### src/rtl/mem_arbiter_rr.sv
// mem_arbiter_rr: N request/response channel pairs share one slave memory port.
// Arbitration is fixed-priority or round-robin. A grant is held while the slave
// stalls, and each master has a cap on outstanding requests. An in-order tag FIFO
// records which master issued each request, so slave responses go back to it.
module mem_arbiter_rr #(
    parameter int CNT            = 2,
    parameter int QUEUE_DEPTH    = 4,
    parameter int MAX_PER_MASTER = 2,
    parameter int RR             = 0,
    parameter int REQ_W          = 32,
    parameter int RESP_W         = 32
) (
    input  logic                               clk,
    input  logic                               rst,
    input  logic [CNT-1:0]                     master_req_valid_i,
    input  logic [CNT-1:0][REQ_W-1:0]          master_req_data_i,
    output logic [CNT-1:0]                     master_req_ready_o,
    output logic [CNT-1:0]                     master_resp_valid_o,
    output logic [CNT-1:0][RESP_W-1:0]         master_resp_data_o,
    input  logic [CNT-1:0]                     master_resp_ready_i,
    output logic                               slave_req_valid_o,
    output logic [REQ_W-1:0]                   slave_req_data_o,
    input  logic                               slave_req_ready_i,
    input  logic                               slave_resp_valid_i,
    input  logic [RESP_W-1:0]                  slave_resp_data_i,
    output logic                               slave_resp_ready_o,
    output logic [$clog2(QUEUE_DEPTH+1)-1:0]   outstanding_o,
    output logic                               idle_o
);

    localparam int IW = $clog2(CNT);
    localparam int PW = $clog2(MAX_PER_MASTER + 1);
    localparam int CW = $clog2(QUEUE_DEPTH + 1);
    localparam int AW = (QUEUE_DEPTH > 1) ? $clog2(QUEUE_DEPTH) : 1;

    localparam logic [CW-1:0] DEPTH_C   = CW'(QUEUE_DEPTH);
    localparam logic [PW-1:0] MAX_C     = PW'(MAX_PER_MASTER);
    localparam logic [AW-1:0] LAST_SLOT = AW'(QUEUE_DEPTH - 1);
    localparam logic [IW-1:0] LAST_IDX  = IW'(CNT - 1);

    typedef enum logic {
        ARB_OPEN,
        ARB_HELD
    } arb_state_e;

    // Registered state
    arb_state_e         arb_state_q, arb_state_d;
    logic [IW-1:0]      lock_idx_q, lock_idx_d;
    logic [IW-1:0]      ptr_q, ptr_d;
    logic [IW-1:0]      fifo_q [QUEUE_DEPTH];
    logic [AW-1:0]      rd_q, rd_d;
    logic [AW-1:0]      wr_q, wr_d;
    logic [CW-1:0]      cnt_q, cnt_d;
    logic [PW-1:0]      pend_q [CNT];
    logic [PW-1:0]      pend_d [CNT];

    // Combinational arbitration / routing
    logic [CNT-1:0]     elig;
    logic [IW-1:0]      pick;
    logic               pick_found;
    logic [IW-1:0]      sel;
    logic               cand_valid;
    logic               fifo_empty;
    logic               fifo_full;
    logic [IW-1:0]      fifo_head;
    logic               pop_stored;
    logic               req_hs;
    logic               resp_avail;
    logic [IW-1:0]      head;
    logic               resp_hs;

    // Eligibility: master is requesting and still below its outstanding cap
    always_comb begin
        elig = '0;
        for (int unsigned i = 0; i < CNT; i++) begin
            elig[i] = master_req_valid_i[i] && (pend_q[i] < MAX_C);
        end
    end

    // Winner search: lowest index (fixed) or first eligible after ptr (round-robin)
    always_comb begin
        pick       = '0;
        pick_found = 1'b0;
        if (RR != 0) begin
            for (int unsigned off = 1; off <= CNT; off++) begin
                logic [IW-1:0] cand;
                cand = IW'((32'(ptr_q) + off) % CNT);
                if (!pick_found && elig[cand]) begin
                    pick       = cand;
                    pick_found = 1'b1;
                end
            end
        end else begin
            for (int unsigned i = 0; i < CNT; i++) begin
                if (!pick_found && elig[i]) begin
                    pick       = IW'(i);
                    pick_found = 1'b1;
                end
            end
        end
    end

    // Request muxing, response routing and handshake detection.
    // The full-FIFO bypass only looks at a pop of an already-stored tag; a
    // fallthrough pop can only happen with an empty FIFO, which is never full,
    // so this ordering avoids a combinational loop without changing behaviour.
    always_comb begin
        sel        = (arb_state_q == ARB_HELD) ? lock_idx_q : pick;
        cand_valid = (arb_state_q == ARB_HELD) ? master_req_valid_i[lock_idx_q] : pick_found;

        fifo_empty = (cnt_q == '0);
        fifo_full  = (cnt_q == DEPTH_C);
        fifo_head  = fifo_q[rd_q];

        pop_stored = !fifo_empty && slave_resp_valid_i
                     && master_resp_ready_i[fifo_head] && !rst;

        slave_req_valid_o = cand_valid && (!fifo_full || pop_stored) && !rst;
        slave_req_data_o  = master_req_data_i[sel];
        req_hs            = slave_req_valid_o && slave_req_ready_i;

        resp_avail = !fifo_empty || req_hs;
        head       = fifo_empty ? sel : fifo_head;

        slave_resp_ready_o = resp_avail && master_resp_ready_i[head] && !rst;
        resp_hs            = slave_resp_ready_o && slave_resp_valid_i;

        master_req_ready_o  = '0;
        master_resp_valid_o = '0;
        for (int unsigned i = 0; i < CNT; i++) begin
            master_req_ready_o[i]  = req_hs && (sel == IW'(i));
            master_resp_valid_o[i] = slave_resp_valid_i && resp_avail && (head == IW'(i));
            master_resp_data_o[i]  = slave_resp_data_i;
        end

        outstanding_o = cnt_q;
        idle_o        = (cnt_q == '0) && !(|master_req_valid_i);
    end

    // Grant-lock FSM: hold the current winner while the slave stalls it
    always_comb begin
        arb_state_d = arb_state_q;
        lock_idx_d  = lock_idx_q;
        case (arb_state_q)
            ARB_OPEN: begin
                if (slave_req_valid_o && !slave_req_ready_i) begin
                    arb_state_d = ARB_HELD;
                    lock_idx_d  = sel;
                end
            end
            ARB_HELD: begin
                if (!slave_req_valid_o || slave_req_ready_i) begin
                    arb_state_d = ARB_OPEN;
                end
            end
            default: begin
                arb_state_d = ARB_OPEN;
            end
        endcase
    end

    // Next state for FIFO pointers, occupancy, per-master counts and RR pointer
    always_comb begin
        cnt_d = cnt_q + CW'(req_hs) - CW'(resp_hs);

        wr_d = wr_q;
        if (req_hs) begin
            wr_d = (wr_q == LAST_SLOT) ? '0 : wr_q + AW'(1);
        end

        rd_d = rd_q;
        if (resp_hs) begin
            rd_d = (rd_q == LAST_SLOT) ? '0 : rd_q + AW'(1);
        end

        for (int unsigned i = 0; i < CNT; i++) begin
            pend_d[i] = pend_q[i]
                        + PW'(req_hs && (sel == IW'(i)))
                        - PW'(resp_hs && (head == IW'(i)));
        end

        ptr_d = ptr_q;
        if ((RR != 0) && req_hs) begin
            ptr_d = sel;
        end
    end

    // State registers; reset empties the FIFO and restarts RR at master 0
    always_ff @(posedge clk or posedge rst) begin
        if (rst) begin
            arb_state_q <= ARB_OPEN;
            lock_idx_q  <= '0;
            ptr_q       <= LAST_IDX;
            rd_q        <= '0;
            wr_q        <= '0;
            cnt_q       <= '0;
            for (int unsigned i = 0; i < QUEUE_DEPTH; i++) begin
                fifo_q[i] <= '0;
            end
            for (int unsigned i = 0; i < CNT; i++) begin
                pend_q[i] <= '0;
            end
        end else begin
            arb_state_q <= arb_state_d;
            lock_idx_q  <= lock_idx_d;
            ptr_q       <= ptr_d;
            rd_q        <= rd_d;
            wr_q        <= wr_d;
            cnt_q       <= cnt_d;
            if (req_hs) begin
                fifo_q[wr_q] <= sel;
            end
            for (int unsigned i = 0; i < CNT; i++) begin
                pend_q[i] <= pend_d[i];
            end
        end
    end

endmodule

### config.mk
export PLATFORM = sky130hd
export DESIGN_NAME = mem_arbiter_rr
export DESIGN_NICKNAME = d
export VERILOG_FILES = /design/src/rtl/mem_arbiter_rr.sv
export SDC_FILE = /design/constraint.sdc
export NUM_CORES = 1
export LEC_CHECK = 0
export CORE_AREA = 2 2 93 77
export CTS_CLUSTER_DIAMETER = 80
export CTS_CLUSTER_SIZE = 8
export DETAILED_ROUTE_END_ITERATION = 10
export DIE_AREA = 0 0 95 79
export GPL_TIMING_DRIVEN = 0
export PLACE_DENSITY_LB_ADDON = 0.25
export SLEW_MARGIN = 30
export SYNTH_ARGS = -nofsm -noshare
export SYNTH_HDL_FRONTEND = slang
export SYNTH_SLANG_ARGS = --single-unit
### constraint.sdc
create_clock -name clk -period 5.5 [get_ports clk]
set_input_delay 1.1 -clock clk [delete_from_list [all_inputs] [get_ports clk]]
set_output_delay 1.1 -clock clk [all_outputs]
set_load 0.005 [all_outputs]
======== Word-level counts from Yosys, hierarchy flattened ========
Cells that the tools add are included.
storage, ports and cells
  register bits after elaboration ......... 17
  bits of input ports ..................... 104
  output and inout bits ................... 106
  word-level logic and storage cells ...... 96
operators by class
  $add $sub $neg .......................... 8
  magnitude comparators ................... 9
  equality and inequality tests ........... 3
  mux-type cells .......................... 25
  bitwise gates (word level) .............. 5
  reduce and logical (&&, ||, !) cells .... 35
operator list
  cell                                                                           count
  32-bit 2-to-1 mux                                                              2
  1-bit logical AND                                                              22
  1-bit 2-to-1 mux                                                               17
  1-bit by 2-bit less-than comparator with 1-bit output (second input constant)  4
  1-bit logical NOT                                                              7
  3-bit greater-or-equal comparator (second input constant)                      2
  2-bit inverter with 3-bit output                                               2
  2-bit by 1-bit adder with 2-bit output                                         2
  2-bit by 1-bit adder with 2-bit output (second input constant)                 2
  4-bit bitwise mux                                                              1
  2-bit == test (second input constant)                                          2
  2-bit less-than comparator (second input constant)                             2
  2-bit 2-to-1 mux                                                               2
  2-bit by 1-bit subtractor with 2-bit output                                    2
  3-bit by 1-bit adder with 3-bit output                                         1
  3-bit == test (second input constant)                                          1
  3-bit logical NOT                                                              1
  1-bit logical OR                                                               3
  3-bit by 1-bit less-than comparator with 1-bit output (second input constant)  1
  1-bit inverter                                                                 3
  3-bit by 1-bit subtractor with 3-bit output                                    1
  1-bit binary-select mux with 2-bit select                                      1
  1-bit demux with 2-bit select                                                  1
  1-bit one-hot mux with 2 select lines                                          1
  other kinds (2)                                                                2

======== Longest topological paths before layout ========
Gate-level depths: netlist of the first run.
  depth after elaboration ................. 18
  depth in mapped cells ................... 12
  gate-level depth less buffers ........... 11

======== Worst setup path before layout of the first run ========
No wires, ideal clock.
  path kind ............................... input port to output port
  start ................................... in master_req_valid_i[1]
  end ..................................... out slave_req_data_o[18]
  arrival ................................. 2.317 ns
  data required time ...................... 4.400 ns
  slack ................................... 2.083 ns
  cell stages on the path ................. 4
  buffers on the path ..................... 1
  path through ............................ nor3b_1 > a21oi_1 > clkbuf_1 > mux2_2
on the way
  cells in the longest elaborated chain, start to end .. 6
RTL lines
  item                                                  RTL line  source
  from (decl)                                           15        input logic [CNT-1:0] master_req_valid_i,
  1-bit logical AND                                     76        elig[i] = master_req_valid_i[i] && (pend_q[i] < MAX_C);
  1-bit logical AND                                     95        if (!pick_found && elig[i]) begin
  1-bit 2-to-1 mux                                      95
  1-bit 2-to-1 mux                                      108       sel = (arb_state_q == ARB_HELD) ? lock_idx_q : pick;
  32-bit 2-to-1 mux (not written as such) (2 in a row)  119       slave_req_data_o = master_req_data_i[sel];
  to (decl)                                             22        output logic [REQ_W-1:0] slave_req_data_o,
Every way passes these cells. The select of a mux whose other input is x is not followed.

======== Worst setup path after layout of the first run ========
  start ................................... in rst
  end ..................................... out master_req_ready_o[1]
on the way
  cells in the longest elaborated chain, start to end .. 7
RTL lines
  item                                    RTL line  source
  from (decl)                             14        input logic rst,
  1-bit logical NOT (no source line) (*)  --
  1-bit logical AND                       116       && master_resp_ready_i[fifo_head] && !rst;
  1-bit logical OR                        118       slave_req_valid_o = cand_valid && (!fifo_full || pop_stored) && !rst;
  1-bit logical AND                       118
  1-bit logical AND (*)                   118
  1-bit logical AND (*)                   120       req_hs = slave_req_valid_o && slave_req_ready_i;
  1-bit logical AND (*)                   131       master_req_ready_o[i] = req_hs && (sel == IW'(i));
  to (decl)                               17        output logic [CNT-1:0] master_req_ready_o,
Mark *: on every way between the ends. The rest lies on a longest branch, timed or not.

==> results.toml, run 1 <==
[outcome]
status = "finished clean"

[logic_synthesis]
number_of_nets_produced_by_synthesis = 328
post_syn_area_um2 = 1984
synthCells = 212
top_cell_type_s_share_of_synthesized_area = 0.2497
synth.yosys.warnings = 0
synth.avg_cell_area_um2 = 9.360
seq_area_frac_synth = 0.2144
synth_cell_type_count = 36
yosysTopAreaCell = "sky130_fd_sc_hd__buf_4"
synth_seq_cells = 17
synth_area_leaders = "sky130_fd_sc_hd__buf_4 25%, sky130_fd_sc_hd__dfrtp_1 21%, sky130_fd_sc_hd__mux2_2 14%, sky130_fd_sc_hd__ha_1 6.9%, sky130_fd_sc_hd__mux2_1 4.0%"

[critical_path]
worstPathCellList = "clkdlybuf4s50_1 -> inv_1 -> nand2_1 -> a21oi_1 -> and2_1 -> buf_2 -> inv_2 -> nor2_1 -> clkdlybuf4s50_1"
critPathSlowestCell = "sky130_fd_sc_hd__inv_1"
path_common_cell = "sky130_fd_sc_hd__clkdlybuf4s50_1"
worst_setup_path_start_kind = "primary input"
reg2reg_depth = 12
crit_path_max_fanout = 18
critPathBufInv = 5
worst-endpoint-arrival_ns = 3.55
critPathMaxStageDelay_ns = 0.56
worst-setup-path-type = "primary input to output pin"
critical_path_required_ns = 4.40
cp_top_family = "buffers and inverters"
critPathCaptureType = "output pin"
r2r_setup_slack_ns = 2.28
reg2reg_to = "outstanding_o[2]"
r2r_start = "rd_q[0]"

[route]
finalWirelength_mm = 7.064
vias_per_instance = 4.344
drt.antenna.violating_nets = 0
initialDrtViolationCount = 28
detailroute.via_count = 2085
drt_pre_antenna_iters = 4
average_detailed_routed_wire_length_per_instance_um = 14.72
post_route_drc = 0

[timing]
setup_tns_ns = 0
setup-violations-final = 0
period_share = 0.8461
max_slew.worst_pin.slew_ns = 0.7078
max_clock_freq_mhz = 214.9
finalHoldViolCount = 0
grt_setup_unrepaired = "no"
maxSlewViolCount = 0
fin_worst_skew_ns = 0.006811
period_needed_ns = 4.654
max-slew-margin-rel = 0.5276

[clock_tree]
tritoncts = "yes"
post_cts.repair.setup_buffers = 0
cts_inserted_buffers = 3
cts_hold_repair.buffers = 0
root_buffer = "sky130_fd_sc_hd__clkbuf_8"
insertion_delay_ns = 0.26
clock_sinks = 17
cts.clk_slew.worst_paths_ns = 0.07
clock_tree.htree_level_count = 1
cts_repair_resize_count = 0
cts_buffer_depth = 2

[die]
num_io_pins = 210
fp-row-count = 27
die_area_um2 = 7505
dieWidth_um = 95
initial_core_util = 0.2982
core_area_um2 = 6655
die_h_um = 79

[cells_and_area]
postLayoutCellArea_um2 = 3910
drive_above_1_share = 0.2621
nets = 510
antenna_diodes = 0
synthToLayoutAreaGrowth_pct = 97.04

[flow_run]
max_cap_viol_count = 0

[hold_path]
worstHoldPathCells = 1
hold_start = "pend_q[3]"
worst_hold_path_type = "flop to flop"
hold_path_end = "pend_q[3]"

[global_route]
via_count_of_the_first_global_routing_pass = 2027
globalRouteTotalUtil = 0.1746
grt_max_degree = 19
first_pass_grt_wire_length_mm = 10.21
grt.overflow.total = 0
grt_antenna_before_repair = 0

[power_and_ir_drop]
vdd.ir_drop.worst_v = 0.0002048
power_density_normalized_to_cell_area_nw_per_um2 = 275.7
cellLeakagePower_uw = 0.001703

[placement]
port_buffers = 177
dpl_cell_area_um2 = 3865
place_congestion = 0.7783
dp_hpwl_mm = 6.090
-- power by group --
part / total [uW] / switching [uW] / internal (uW)
registers: 237 / 49.5 / 188
logic: 743 / 288 / 455
clock network: 98.2 / 46.6 / 51.6
total: 1080 / 384 / 694
-- registers in the layout (all words and copies together) (netlist names) --
register       flops
arb_state_q        1
rd_q               2
wr_q               2
fifo_q             4
pend_q             4
lock_idx_q         1
outstanding_o      3
-- final cells by class --
class	count	area, um2
fill	610	2745
timing repair buffer	177	1772
multi-input combinational	110	991.0
buffer	71	515.5
sequential	17	425.4
tap	87	108.9
inverter	14	52.55
clock buffer	4	45.04
-- how the worst max path moves through the flow --
stage | from | to | cells after the start
floorplan | master_req_valid_i[1] | slave_req_data_o[18] | 4
global placement | rst | master_req_ready_o[1] | 9
detailed placement | rst | master_req_ready_o[1] | 9
CTS | rst | master_req_ready_o[1] | 9
global route | rst | master_req_ready_o[1] | 9
finish | rst | master_req_ready_o[1] | 9
-- Yosys cell counts --
cell type                    n
sky130_fd_sc_hd__o21ai_1     5
sky130_fd_sc_hd__mux2_1      7
sky130_fd_sc_hd__mux2i_1     4
sky130_fd_sc_hd__and2b_1     1
sky130_fd_sc_hd__a21oi_1     3
sky130_fd_sc_hd__and2_2      1
sky130_fd_sc_hd__o211ai_4    1
sky130_fd_sc_hd__nor3_1      2
sky130_fd_sc_hd__mux4_2      1
sky130_fd_sc_hd__a31oi_1     8
sky130_fd_sc_hd__and3_1      1
sky130_fd_sc_hd__clkbuf_1    4
sky130_fd_sc_hd__nor2_1      8
sky130_fd_sc_hd__fa_1        1
sky130_fd_sc_hd__or2b_1      1
sky130_fd_sc_hd__or3_1       2
sky130_fd_sc_hd__o21a_1      2
sky130_fd_sc_hd__a2111o_1    1
sky130_fd_sc_hd__mux2_4      2
sky130_fd_sc_hd__mux2_2     25
sky130_fd_sc_hd__nand2b_1    1
sky130_fd_sc_hd__nor3b_1     2
sky130_fd_sc_hd__nand2_1     4
sky130_fd_sc_hd__and2_1      2
sky130_fd_sc_hd__inv_1      13
sky130_fd_sc_hd__buf_2       1
sky130_fd_sc_hd__inv_2       1
sky130_fd_sc_hd__nor2b_1     1
sky130_fd_sc_hd__nand3_1     4
sky130_fd_sc_hd__o2111ai_2   1
sky130_fd_sc_hd__ha_1       11
sky130_fd_sc_hd__dfrtp_1    17
sky130_fd_sc_hd__buf_4      66
sky130_fd_sc_hd__xnor2_1     6
sky130_fd_sc_hd__nor4_1      1
sky130_fd_sc_hd__o211ai_2    1
-- metrics by stage --
| stage | util | setup slack [ns] | hold WS (ns) | cells | total power (uW) |
|---|---|---|---|---|---|
| after CTS | 0.5875 | 0.7788 | 0.5046 | 480 | 1092 |
| after detailed placement | 0.5807 | 0.7782 | 0.4946 | 476 | 990.5 |
| final | 0.5875 | 0.8463 | 0.5008 | 480 | 1078 |
| after global routing | 0.5875 | 0.5394 | 0.5207 | 480 | 1168 |
| after global placement | 0.5807 | 0.7973 | 0.4829 | 476 | 974.7 |
| after floorplan | - | 2.083 | 0.4576 | 212 | 643.6 |
-- routing by layer --
metal | up-vias | routed length [um] | GRT usage
met5 | - | 0 | 0
met4 | 0 | 103 | 0.04783
met3 | 9 | 806 | 0.06167
met2 | 86 | 3564 | 0.3284
met1 | 975 | 2589 | 0.1821
li1 | 1015 | - | -
-- logic make-up (layout without fill, tap and decap cells) --
group                      Yosys count  after routing  share of synthesized area
muxes                               39             39                     0.2282
AOI/OAI and AO/OA                   22             22                    0.08322
adders and majority gates           12             12                    0.07944
xor gates and xnor gates             6              6                    0.02648
buffers and inverters               85            266                     0.2863
and+or+nand+nor                     31             31                    0.08197
DFF                                 17             17                     0.2144
-- placed cells by master (no fill, tap or decap), types with 6 or more instances in the layout --
master | Yosys | routed
sky130_fd_sc_hd__dfrtp_1 | 17 | 17
sky130_fd_sc_hd__a31oi_1 | 8 | 8
sky130_fd_sc_hd__clkdlybuf4s50_1 | 0 | 177
sky130_fd_sc_hd__mux2_1 | 7 | 7
sky130_fd_sc_hd__nor2_1 | 8 | 8
sky130_fd_sc_hd__buf_4 | 66 | 66
sky130_fd_sc_hd__xnor2_1 | 6 | 6
sky130_fd_sc_hd__ha_1 | 11 | 11
sky130_fd_sc_hd__inv_1 | 13 | 13
sky130_fd_sc_hd__mux2_2 | 25 | 25
No activity file was read; power rests on OpenSTA's default activity.
==> run 2, diff against run 1 <==
Settings changed: CORE_AREA 2 2 93 77 to 2 2 101 84, DIE_AREA 0 0 95 79 to 0 0 103 86.
Clock period 5.5 ns to 3.9 ns, I/O delays scaled along.
==> results.toml, run 2 (synthesis gave the netlist of run 1 again) <==
[route]
initialDrtViolationCount = 45
drt.antenna.violating_nets = 0
average_detailed_routed_wire_length_per_instance_um = 13.91
detailroute.via_count = 2121
drt_pre_antenna_iters = 4
finalWirelength_mm = 7.038
post_route_drc = 0
vias_per_instance = 4.192

[timing]
grt_setup_unrepaired = "no"
max-slew-margin-rel = 0.7837
finalHoldViolCount = 0
fin_worst_skew_ns = 0.006119
period_share = 0.9424
setup-violations-final = 0
max_slew.worst_pin.slew_ns = 0.3215
post-route-worst-setup-slack_ns = 0.2248
max_clock_freq_mhz = 272.1
setup_tns_ns = 0
maxSlewViolCount = 0
period_needed_ns = 3.675

[outcome]
status = "finished clean"

[critical_path]
worst-setup-path-type = "primary input to output pin"
reg2reg_depth = 12
critical_path_required_ns = 3.12
worst_setup_path_start_kind = "primary input"
crit_path_max_fanout = 10
r2r_start = "rd_q[0]"
reg2reg_to = "outstanding_o[2]"
r2r_setup_slack_ns = 0.83
worst-endpoint-arrival_ns = 2.90
critPathCaptureType = "output pin"

[global_route]
globalRouteTotalUtil = 0.1465
grt.overflow.total = 0
first_pass_grt_wire_length_mm = 10.24
grt_antenna_before_repair = 0
via_count_of_the_first_global_routing_pass = 2004
grt_max_degree = 19

[hold_path]
hold_start = "pend_q[1]"
hold_path_end = "pend_q[1]"
worstHoldPathCells = 1
worst_hold_path_type = "flop to flop"

[cells_and_area]
synthToLayoutAreaGrowth_pct = 101.3
final_cell_mix = "177 x sky130_fd_sc_hd__clkdlybuf4s50_1, 71 x sky130_fd_sc_hd__buf_4, 25 x sky130_fd_sc_hd__mux2_2"
post_layout_nonfiller_instances = 506
nets = 515
antenna_diodes = 0
final_core_utilization = 0.5145
mostFrequentLayoutCell = "sky130_fd_sc_hd__clkdlybuf4s50_1"
drive_above_1_share = 0.2864

[power_and_ir_drop]
sequentialPowerShare = 0.219
power.internal_uw = 998.9
cellLeakagePower_uw = 0.001734
clockPowerShare = 0.085
power_density_normalized_to_cell_area_nw_per_um2 = 388.3
power.net_switching_uw = 552.5
share_of_total_power_consumed_by_net_switching = 0.3561
totalPowerFinal_uw = 1551
vdd.ir_drop.worst_v = 0.0002271
combinationalPowerShare = 0.696

[clock_tree]
cts_hold_repair.buffers = 0
insertion_delay_ns = 0.25
root_buffer = "sky130_fd_sc_hd__clkbuf_8"
clock_tree.htree_level_count = 1
tritoncts = "yes"
cts_inserted_buffers = 3
clock_sinks = 17
cts_buffer_depth = 2
cts.clk_slew.worst_paths_ns = 0.07

[placement]
port_buffers = 177
placement.setup.worst_slack_ns = -0.1701
place_congestion = 0.7641
dp_hpwl_mm = 6.081
place_inst = 497

[die]
die_area_um2 = 8858
core_area_um2 = 7765
initial_core_util = 0.2556
die_h_um = 86
dieWidth_um = 103
fp-row-count = 29
num_io_pins = 210

[flow_run]
max_cap_viol_count = 0
-- run 2: changes by cell type in the layout (fill, tap and decap cells not counted) --
| cell | delta |
|---|---|
| sky130_fd_sc_hd__a21oi_1 | -1 |
| sky130_fd_sc_hd__a21oi_2 | +1 |
| sky130_fd_sc_hd__buf_4 | +5 |
| sky130_fd_sc_hd__clkbuf_1 | -4 |
| sky130_fd_sc_hd__clkbuf_2 | +4 |
| sky130_fd_sc_hd__clkinvlp_4 | +1 |
| sky130_fd_sc_hd__inv_1 | -1 |
| sky130_fd_sc_hd__o211ai_2 | -1 |
| sky130_fd_sc_hd__o211ai_4 | +1 |
-- run 2: final cells by class --
class                      instances  area [um2]
multi-input combinational        110        1003
fill                             756        3770
buffer                            71       520.5
tap                              108       135.1
inverter                          14       56.30
sequential                        17       425.4
clock buffer                       4       45.04
timing repair buffer             182        1809
-- run 2: critical path, cell delays in order --
cell                              delay (ns)
sky130_fd_sc_hd__clkdlybuf4s50_1        0.50
sky130_fd_sc_hd__nor3b_1                0.32
sky130_fd_sc_hd__a21oi_2                0.17
sky130_fd_sc_hd__clkbuf_2               0.25
sky130_fd_sc_hd__o21a_1                 0.24
sky130_fd_sc_hd__nor2_1                 0.11
sky130_fd_sc_hd__clkdlybuf4s50_1        0.53
-- run 2: how the worst max path moves through the flow --
stage	slack [ns]	endpoint	start	depth (start not counted)
global route	0.06	master_resp_valid_o[1]	master_req_valid_i[1]	7
floorplan	0.97	outstanding_o[2]	rst	12
finish	0.22	master_resp_valid_o[1]	master_req_valid_i[1]	7
detailed placement	-0.17	master_req_ready_o[1]	rst	9
global placement	-0.16	master_req_ready_o[1]	rst	9
CTS	0.009	master_resp_valid_o[0]	rst	8
-- run 2: power by group through the flow --
stage	clock network [uW]	logic (uW)	registers (uW)
3_5_place_dp	0	1060	342
2_1_floorplan	0	583	325
3_3_place_gp	0	1040	338
4_1_cts	138	1070	340
5_1_grt	146	1190	354
6_report	132	1080	340
-- run 2: per-layer routing --
metal	routed length (um)	up-vias	share of wire	global-route usage
met3	742	4	0.11	0.03993
met4	34	0	0.0048	0.02512
met1	2558	997	0.36	0.1658
li1	-	1026	-	-
met5	0	-	0	0
met2	3704	94	0.53	0.2751
-- run 2: timing repair --
item / CTS / global route
resized for setup: 5 / 2
buffers inserted: 0 / 5
pin swaps: 0 / 1
setup endpoints to repair: 32 / 35
-- run 2: per-stage QoR --
step | hold WS [ns] | area (um2)
after floorplan | 0.4576 | 1984
after global placement | 0.4873 | 3891
after detailed placement | 0.4934 | 3891
after CTS | 0.5043 | 3945
after global routing | 0.5224 | 3995
final | 0.5020 | 3995
==> run 3, diff against run 2 <==
Settings changed: CELL_PAD_IN_SITES_DETAIL_PLACEMENT from default to 1, CELL_PAD_IN_SITES_GLOBAL_PLACEMENT from default to 2, CORE_AREA 2 2 101 84 to 2 2 147 121, DIE_AREA 0 0 103 86 to 0 0 149 123, GPL_ROUTABILITY_DRIVEN from default to 0.
==> results.toml, run 3 (synthesis gave the netlist of run 1 again) <==
[outcome]
status = "finished clean"

[timing]
maxSlewViolCount = 0
finalHoldViolCount = 0
setup-violations-final = 0
grt_setup_unrepaired = "yes"
max_clock_freq_mhz = 267.2
period_share = 0.9595
max-slew-margin-rel = 0.7612
max_slew.worst_pin.slew_ns = 0.3558
period_needed_ns = 3.742
fin_worst_skew_ns = 0.003647
fin_worst_hold_slack_ns = 0.5137

[die]
die_area_um2 = 18330
die_h_um = 123
initial_core_util = 0.1175
core_area_um2 = 16890
dieWidth_um = 149
num_io_pins = 210
fp-row-count = 43

[critical_path]
worstPathCellList = "clkdlybuf4s50_1 -> inv_1 -> o211ai_4 -> and2_1 -> buf_2 -> inv_2 -> nor2_2 -> clkdlybuf4s50_1"
r2r_start = "rd_q[0]"
reg2reg_depth = 12
critPathBufInv = 5
crit_path_max_fanout = 10
critPathMaxStageDelay_ns = 0.56
critical_path.startpoint = "slave_resp_valid_i"
r2r_setup_slack_ns = 0.68
critPathCaptureType = "output pin"
worst_setup_path_start_kind = "primary input"
worst-setup-path-type = "primary input to output pin"
critPathSlowestCell = "sky130_fd_sc_hd__clkdlybuf4s50_1"
cp_top_family = "buffers and inverters"
path_common_cell = "sky130_fd_sc_hd__clkdlybuf4s50_1"
critical_path_required_ns = 3.12
reg2reg_to = "outstanding_o[2]"
worst-endpoint-arrival_ns = 2.96

[route]
initialDrtViolationCount = 36
vias_per_instance = 3.414
average_detailed_routed_wire_length_per_instance_um = 12.58
post_route_drc = 0
drt.antenna.violating_nets = 0
finalWirelength_mm = 7.790
drt_pre_antenna_iters = 3
detailroute.via_count = 2113

[clock_tree]
insertion_delay_ns = 0.25
cts.clk_slew.worst_paths_ns = 0.06
root_buffer = "sky130_fd_sc_hd__clkbuf_16"
cts_inserted_buffers = 3
clock_tree.htree_level_count = 1
clock_sinks = 17
cts_hold_repair.buffers = 0
tritoncts = "yes"
cts_buffer_depth = 2

[global_route]
grt_max_degree = 18
via_count_of_the_first_global_routing_pass = 2247
globalRouteTotalUtil = 0.07770
grt_antenna_before_repair = 0
first_pass_grt_wire_length_mm = 11.47
grt.overflow.total = 0

[cells_and_area]
post_layout_nonfiller_instances = 619
drive_above_1_share = 0.2868
antenna_diodes = 0
seqCellArea_um2 = 425.4
synthToLayoutAreaGrowth_pct = 109.5
nets = 511
num-fill-cells = 1970
final_core_utilization = 0.2460
final_cell_mix = "177 x sky130_fd_sc_hd__clkdlybuf4s50_1, 67 x sky130_fd_sc_hd__buf_4, 25 x sky130_fd_sc_hd__mux2_2"
multi_input_gate_area_in_the_final_layout_um2 = 1011
mostFrequentLayoutCell = "sky130_fd_sc_hd__clkdlybuf4s50_1"

[hold_path]
hold_start = "pend_q[3]"
worst_hold_path_type = "flop to flop"
hold_path_end = "pend_q[3]"
worstHoldPathCells = 1

[placement]
dp_hpwl_mm = 6.770
place_inst = 614
port_buffers = 177

[flow_run]
max_cap_viol_count = 0

[power_and_ir_drop]
vdd.ir_drop.worst_v = 0.0001929
power_density_normalized_to_cell_area_nw_per_um2 = 397.6
cellLeakagePower_uw = 0.001733
[run 3: changes by cell type in the layout (fill, tap and decap cells not counted), sizes merged]
| cell | previous run | this run |
|---|---|---|
| buf | 72 | 68 |
| clkbuf | 8 | 7 |
| clkinvlp | 1 | 2 |
[run 3: final cells by class]
| type | instances | area share |
|---|---|---|
| inverter | 14 | 0.01355 |
| clock buffer | 3 | 0.01806 |
| clock inverter | 1 | 0.001806 |
| buffer | 71 | 0.1252 |
| multi-input combinational | 110 | 0.2432 |
| timing repair buffer | 178 | 0.4281 |
| sequential | 17 | 0.1023 |
| tap | 225 | 0.06773 |
[run 3: power by group]
part / switching [uW] / total [uW] / internal [uW]
Sequential: 89.4 / 354 / 265
Clock: 76.0 / 214 / 138
Combinational: 432 / 1080 / 652
Total: 597 / 1650 / 1060
[run 3: per-layer routing]
metal	wire length (um)	vias to the layer above	track usage
met1	3182	985	0.09607
met2	3939	105	0.1400
li1	-	1021	-
met3	626	2	0.01734
met4	40	0	0.01429
met5	0	-	0
[run 3: how the worst max path moves through the flow]
stage | endpoint | depth (start not counted) | slack (ns)
2_1_floorplan | outstanding_o[2] | 12 | 0.97
3_3_place_gp | master_req_ready_o[1] | 9 | -0.44
3_5_place_dp | master_req_ready_o[1] | 9 | -0.40
4_1_cts | master_req_ready_o[1] | 8 | -0.05
5_1_grt | master_req_ready_o[1] | 8 | -0.05
6_report | master_req_ready_o[1] | 8 | 0.16
[run 3: repair_timing]
| item | 4_1_cts | 5_1_grt |
|---|---|---|
| gates resized for setup | 5 | 5 |
| endpoints found under the setup margin | 37 | 7 |
| buffers inserted | 1 | 0 |
[run 3: stage by stage]
stage	setup WS, ns	TNS (ns)	total power, uW	area [um2]
final	0.1581	0	1653	4156
after global routing	-0.05364	-0.05364	1801	4156
after CTS	-0.05361	-0.05361	1673	4139
after detailed placement	-0.4020	-8.294	1440	4038
after global placement	-0.4397	-9.398	1415	4038
after floorplan	0.9651	0	907.7	1984
